`config.mk`:
```
export PLATFORM = sky130hd
export DESIGN_NAME = mem_stage
export DESIGN_NICKNAME = d
export VERILOG_FILES = /design/src/rtl/mem_stage.sv
export SDC_FILE = /design/constraint.sdc
export NUM_CORES = 1
export LEC_CHECK = 0
export ABC_AREA = 1
export CORE_MARGIN = 2
export CORE_UTILIZATION = 41
export CTS_CLUSTER_SIZE = 28
export DETAILED_ROUTE_END_ITERATION = 16
export GPL_TIMING_DRIVEN = 0
export PLACE_DENSITY_LB_ADDON = 0.2
export SKIP_LAST_GASP = 1
export SLEW_MARGIN = 25
export SYNTH_ARGS = -nofsm -noshare
export SYNTH_HDL_FRONTEND = slang
export SYNTH_SLANG_ARGS = --single-unit
```
`constraint.sdc`:
```
create_clock -name clk -period 1.55 [get_ports clk]
set_clock_uncertainty 0.1 [all_clocks]
set_input_delay 0.155 -clock clk [delete_from_list [all_inputs] [get_ports clk]]
set_output_delay 0.155 -clock clk [all_outputs]
set_load 0.05 [all_outputs]
```
`src/rtl/mem_stage.sv`:
```
// Memory-access pipeline stage: forwards execute results to writeback and runs
// LOAD/STORE on a single-port data memory through a req/ack handshake with timeout.
module mem_stage #(
   parameter int DATA_W      = 16,
   parameter int MEM_TIMEOUT = 15
) (
   input  logic              clk,
   input  logic              rst_n,
   input  logic              ex_valid,
   input  logic [4:0]        control_in,
   input  logic [DATA_W-1:0] result_in,
   input  logic [DATA_W-1:0] store_data_in,
   input  logic [5:0]        dest_index_in,
   input  logic              write_enable_in,
   output logic              stall_out,
   output logic              mem_req,
   output logic              mem_we,
   output logic [DATA_W-1:0] mem_addr,
   output logic [DATA_W-1:0] mem_wdata,
   input  logic [DATA_W-1:0] mem_rdata,
   input  logic              mem_ack,
   output logic              wb_valid,
   output logic [DATA_W-1:0] wb_data,
   output logic [5:0]        wb_dest_index,
   output logic              wb_write_enable,
   output logic [4:0]        wb_control,
   output logic              mem_error
);

   localparam logic [3:0] OP_LOAD  = 4'b1100;
   localparam logic [3:0] OP_STORE = 4'b1110;
   localparam logic [3:0] OP_NOP   = 4'b0000;
   localparam int         CNT_W    = (MEM_TIMEOUT > 2) ? $clog2(MEM_TIMEOUT) : 1;
   localparam logic [CNT_W-1:0] CNT_LAST = CNT_W'(MEM_TIMEOUT - 1);

   typedef enum logic {IDLE, ACCESS} state_t;

   state_t           state;
   logic [CNT_W-1:0] cnt;
   logic [5:0]       dest_p1;
   logic [4:0]       ctrl_p1;
   logic [3:0]       opcode;
   logic             is_mem;
   logic             is_store;

   assign opcode   = control_in[3:0];
   assign is_store = (opcode == OP_STORE);
   assign is_mem   = (opcode == OP_LOAD) || is_store;

   always_ff @(posedge clk or negedge rst_n) begin
      if (!rst_n) begin
         state           <= IDLE;
         cnt             <= '0;
         dest_p1         <= '0;
         ctrl_p1         <= '0;
         stall_out       <= 1'b0;
         mem_req         <= 1'b0;
         mem_we          <= 1'b0;
         mem_addr        <= '0;
         mem_wdata       <= '0;
         wb_valid        <= 1'b0;
         wb_data         <= '0;
         wb_dest_index   <= '0;
         wb_write_enable <= 1'b0;
         wb_control      <= '0;
         mem_error       <= 1'b0;
      end else begin
         // Pulse-type outputs default low; write enable never outlives its pulse.
         wb_valid        <= 1'b0;
         wb_write_enable <= 1'b0;
         if (state == IDLE) begin
            if (ex_valid && (opcode != OP_NOP)) begin
               if (is_mem) begin
                  state     <= ACCESS;
                  stall_out <= 1'b1;
                  mem_req   <= 1'b1;
                  mem_we    <= is_store;
                  mem_addr  <= result_in;
                  mem_wdata <= is_store ? store_data_in : '0;
                  dest_p1   <= dest_index_in;
                  ctrl_p1   <= control_in;
                  cnt       <= '0;
               end else begin
                  wb_valid        <= 1'b1;
                  wb_data         <= result_in;
                  wb_dest_index   <= dest_index_in;
                  wb_write_enable <= write_enable_in;
                  wb_control      <= control_in;
               end
            end
         end else begin
            // Ack is checked first so that ack on the timeout edge still completes.
            if (mem_ack) begin
               state           <= IDLE;
               stall_out       <= 1'b0;
               mem_req         <= 1'b0;
               wb_valid        <= 1'b1;
               wb_dest_index   <= dest_p1;
               wb_control      <= ctrl_p1;
               wb_write_enable <= !mem_we;
               wb_data         <= mem_we ? mem_addr : mem_rdata;
            end else if (cnt == CNT_LAST) begin
               state         <= IDLE;
               stall_out     <= 1'b0;
               mem_req       <= 1'b0;
               mem_error     <= 1'b1;
               wb_valid      <= 1'b1;
               wb_dest_index <= dest_p1;
               wb_control    <= ctrl_p1;
            end else begin
               cnt <= cnt + CNT_W'(1);
            end
         end
      end
   end

endmodule
```
==> results <==
area by class of cell:
type | count | area (sq um)
sequential | 80 | 2000
clock inverter | 5 | 32.5
tap | 108 | 135
fill | 827 | 3430
buffer | 27 | 190
timing repair buffer | 132 | 1250
clock buffer | 11 | 141
inverter | 18 | 70.1
multi-input combinational | 333 | 1470
layout by cell type, fill, tap and decap left out, types with 2 or more instances in the layout:
master,instances
sky130_fd_sc_hd__nand2_2,5
sky130_fd_sc_hd__inv_2,2
sky130_fd_sc_hd__nor2_2,2
sky130_fd_sc_hd__buf_4,10
sky130_fd_sc_hd__dlygate4sd2_1,41
sky130_fd_sc_hd__clkbuf_1,2
sky130_fd_sc_hd__nor2_1,23
sky130_fd_sc_hd__ha_1,2
sky130_fd_sc_hd__or2_1,2
sky130_fd_sc_hd__clkdlybuf4s15_1,18
sky130_fd_sc_hd__clkinv_2,2
sky130_fd_sc_hd__buf_6,5
sky130_fd_sc_hd__o21ai_0,40
sky130_fd_sc_hd__buf_2,7
sky130_fd_sc_hd__nand3_1,35
sky130_fd_sc_hd__dfrtp_1,79
sky130_fd_sc_hd__inv_1,15
sky130_fd_sc_hd__clkinvlp_4,3
sky130_fd_sc_hd__clkdlybuf4s50_1,62
sky130_fd_sc_hd__clkbuf_8,10
sky130_fd_sc_hd__o21ai_1,24
sky130_fd_sc_hd__nand2_1,192
sky130_fd_sc_hd__clkbuf_2,10
sky130_fd_sc_hd__nand3_2,2
sky130_fd_sc_hd__clkbuf_4,3
worst paths after layout:
check                                  startpoint               end
worst max-delay path                   wb_data[8]        wb_data[8]
worst min-delay path                        rst_n   wb_write_enable
worst max register to register              state  wb_dest_index[4]
worst min register to register         ctrl_p1[3]        ctrl_p1[3]
max in group asynchronous                   rst_n            mem_we
min in group clk                store_data_in[10]     mem_wdata[10]
repair_timing:
action                                  CTS  global route
endpoints found under the setup margin   85            75
setup buffers                             1             1
hold buffers                              1             0
gates resized for setup                  70            51
endpoints found under the hold margin    35             0
per-stage QoR:
step           setup WS [ps]  power, W
6_report                45.9   0.00605
5_1_grt                -14.5   0.00637
4_1_cts                -45.3   0.00606
3_5_place_dp            -237   0.00486
3_3_place_gp           -2990   0.00481
2_1_floorplan           51.6   0.00395
cells by family (layout without fill, tap and decap cells):
logic type | Yosys count | after routing | share of synthesized area [%]
flip-flops | 80 | 80 | 54.3
adder cells (fa/ha/maj) | 2 | 2 | 0.679
XOR/XNOR | 1 | 1 | 0.238
buffers and inverters | 45 | 193 | 6.18
AND/OR/NAND/NOR | 264 | 264 | 29.4
AO/OA/AOI/OAI | 66 | 66 | 9.23
routing by layer:
metal | routed length, microns | vias to the layer above | track usage [%]
met1 | 4540 | 1737 | 29.2
met3 | 509 | 8 | 3.40
met2 | 5250 | 96 | 38.2
met4 | 106 | 0 | 6.43
li1 | - | 1740 | -
met5 | 0 | - | 0
state kept, by name, indices dropped and copies added, names as in the netlist:
register / flops
cnt: 4
wb_valid: 1
mem_req: 1
wb_data: 16
wb_control: 5
wb_dest_index: 6
mem_we: 1
mem_wdata: 16
wb_write_enable: 1
dest_p1: 6
mem_addr: 16
state: 1
ctrl_p1: 5
mem_error: 1
power breakdown:
group          leakage, nW  switching (W)  internal, W
logic                 1.59        0.00147     0.000647
clock network       0.0813       0.000752     0.000621
registers             1.02       0.000185      0.00238
==> run_results.csv <==
group,metric,value,unit
clocking,cts-root-to-sink-buffers,2,
detailed_routing,initialDrtViolationCount,167,
place,dp.cells,695,
cells_and_area,number_of_nets_in_the_finished_design,667,
setup_path,crit_path_cell_trace,"dlygate4sd2_1",
sta,setup_viol,0,
detailed_routing,detailedRoute.firstPassIterationCount,4,
global_routing,globalRouteTotalUtil,22.2,%
setup_path,path_buf_inv,1,
synth,synthDominantCellAreaShare,54.3,%
synth,post_synthesis_register_bit_count,80,
synth,netlist_top_cells_area,"sky130_fd_sc_hd__dfrtp_1 (54%), sky130_fd_sc_hd__nand2_1 (20%), sky130_fd_sc_hd__o21ai_0 (5.4%)",
setup_path,cpPeakStageDelay,550,ps
sta,grt_setup_unrepaired,"true",
detailed_routing,avgRoutedWirePerCell,14.6,microns
synth,synth.most_common_cell,"sky130_fd_sc_hd__nand2_1",
setup_path,criticalPathCategory,"flop to output port",
setup_path,r2r_slack,90,ps
place,dp_hpwl,7530,microns
sta,worst_slew_pin_slew,527,ps
cells_and_area,n_antenna_cell,0,
floorplanning,die_area,9760,sq um
setup_path,worst-path-stages,1,
clocking,cts_h_tree_depth,3,
sta,max_clk_rate,665,MHz
place,placed_cell_area,5130,sq um
synth,commonest_cells_post_synth,"sky130_fd_sc_hd__nand2_1 (195), sky130_fd_sc_hd__dfrtp_1 (80), sky130_fd_sc_hd__o21ai_0 (40), sky130_fd_sc_hd__nand3_1 (35)",
global_routing,grt_first_pass_wirelength,17600,microns
synth,netlist_instances,458,
setup_path,timing.critical_path.max_delay_family,"buffers and inverters",
clocking,root_buffer,"sky130_fd_sc_hd__clkbuf_8",
synth,ys.flop_type,"sky130_fd_sc_hd__dfrtp_1",
sta,fin_hold_ws,224,ps
clocking,cts_made_buffers,9,
floorplanning,io-pin-count,129,
job,drv_cap,0,
setup_path,critPathSlowestCell,"sky130_fd_sc_hd__dlygate4sd2_1",
synth,number_of_flops_mapped_to_enable_cells_by_yosys,0,
cells_and_area,proportion_of_layout_cells_with_a_drive_suffix_above_1,11.1,%
detailed_routing,via_per_inst,5.02,
setup_path,critPathMaxFanout,2,
detailed_routing,route.antenna.remaining_nets,0,
place,gp_routability_congestion,0.839,
sta,report.final.slew_viol_count,0,
sta,timing.setup.tns,0,ps
global_routing,grt-ovfl-total,0,
floorplanning,die-height,98.8,microns
synth,syn_area,3690,sq um
floorplanning,floorplan_core_area,8720,sq um
sta,report.final.hold_viol_count,0,
outcome,run_status,"complete, no violations",
synth,synth_area_per_cell,8.05,sq um
clocking,clock_tree_from_tritoncts,"yes",
setup_path,critPathArrivalTime,1250,ps
synth,synth.yosys.seq_area_share,54.3,%
power_and_ir_drop,vdd_drop_max,0.528,mV
place,number_of_i_o_port_buffers,128,
detailed_routing,detail_route.drc_violations,0,
clocking,tritoncts_num_sinks,80,
synth,synth.distinct_cells,24,
clocking,path_clk_slew,80,ps
power_and_ir_drop,power-per-cell-area,1140,nW/um^2
power_and_ir_drop,power.static_leakage,2.69,nW
sta,max-slew-margin-rel,65.0,%
global_routing,grt_pass1_vias,3619,
detailed_routing,detailroute.via_count,3581,
floorplanning,floorplan.die.width,98.8,microns
setup_path,critical_path_required,1290,ps
synth,ffs_w_async_s_r_synth,100,%
setup_path,worst_r2r_path_depth,6,
global_routing,antenna_found_initial,0,
global_routing,grt_max_degree,46,
floorplanning,rows,34,
cells_and_area,layout.core_utilization,60.6,%
synth,synth.yosys.warnings,0,
floorplanning,start_util,42.3,%
sta,period_share,97.0,%
cells_and_area,final_instance_area,5290,sq um
setup_path,cp-start-kind,"flop",
synth,synth_area_leader_cell,"sky130_fd_sc_hd__dfrtp_1",
synth,synth_nets,524,
hold_path,holdCritPathClass,"input port to asynchronous set/reset pin",
clocking,clock_insertion_delay_worst_skew,340,ps
cells_and_area,flow.area_growth_from_synthesis,43.5,%
detailed_routing,finalWirelength,10400,microns
setup_path,timing.critical_path.to_type,"output port",
sta,layout_min_cycle_time,1500,ps
cells_and_area,final-instance-count-excl-fill,714,
No activity file was read; power rests on OpenSTA's default activity.
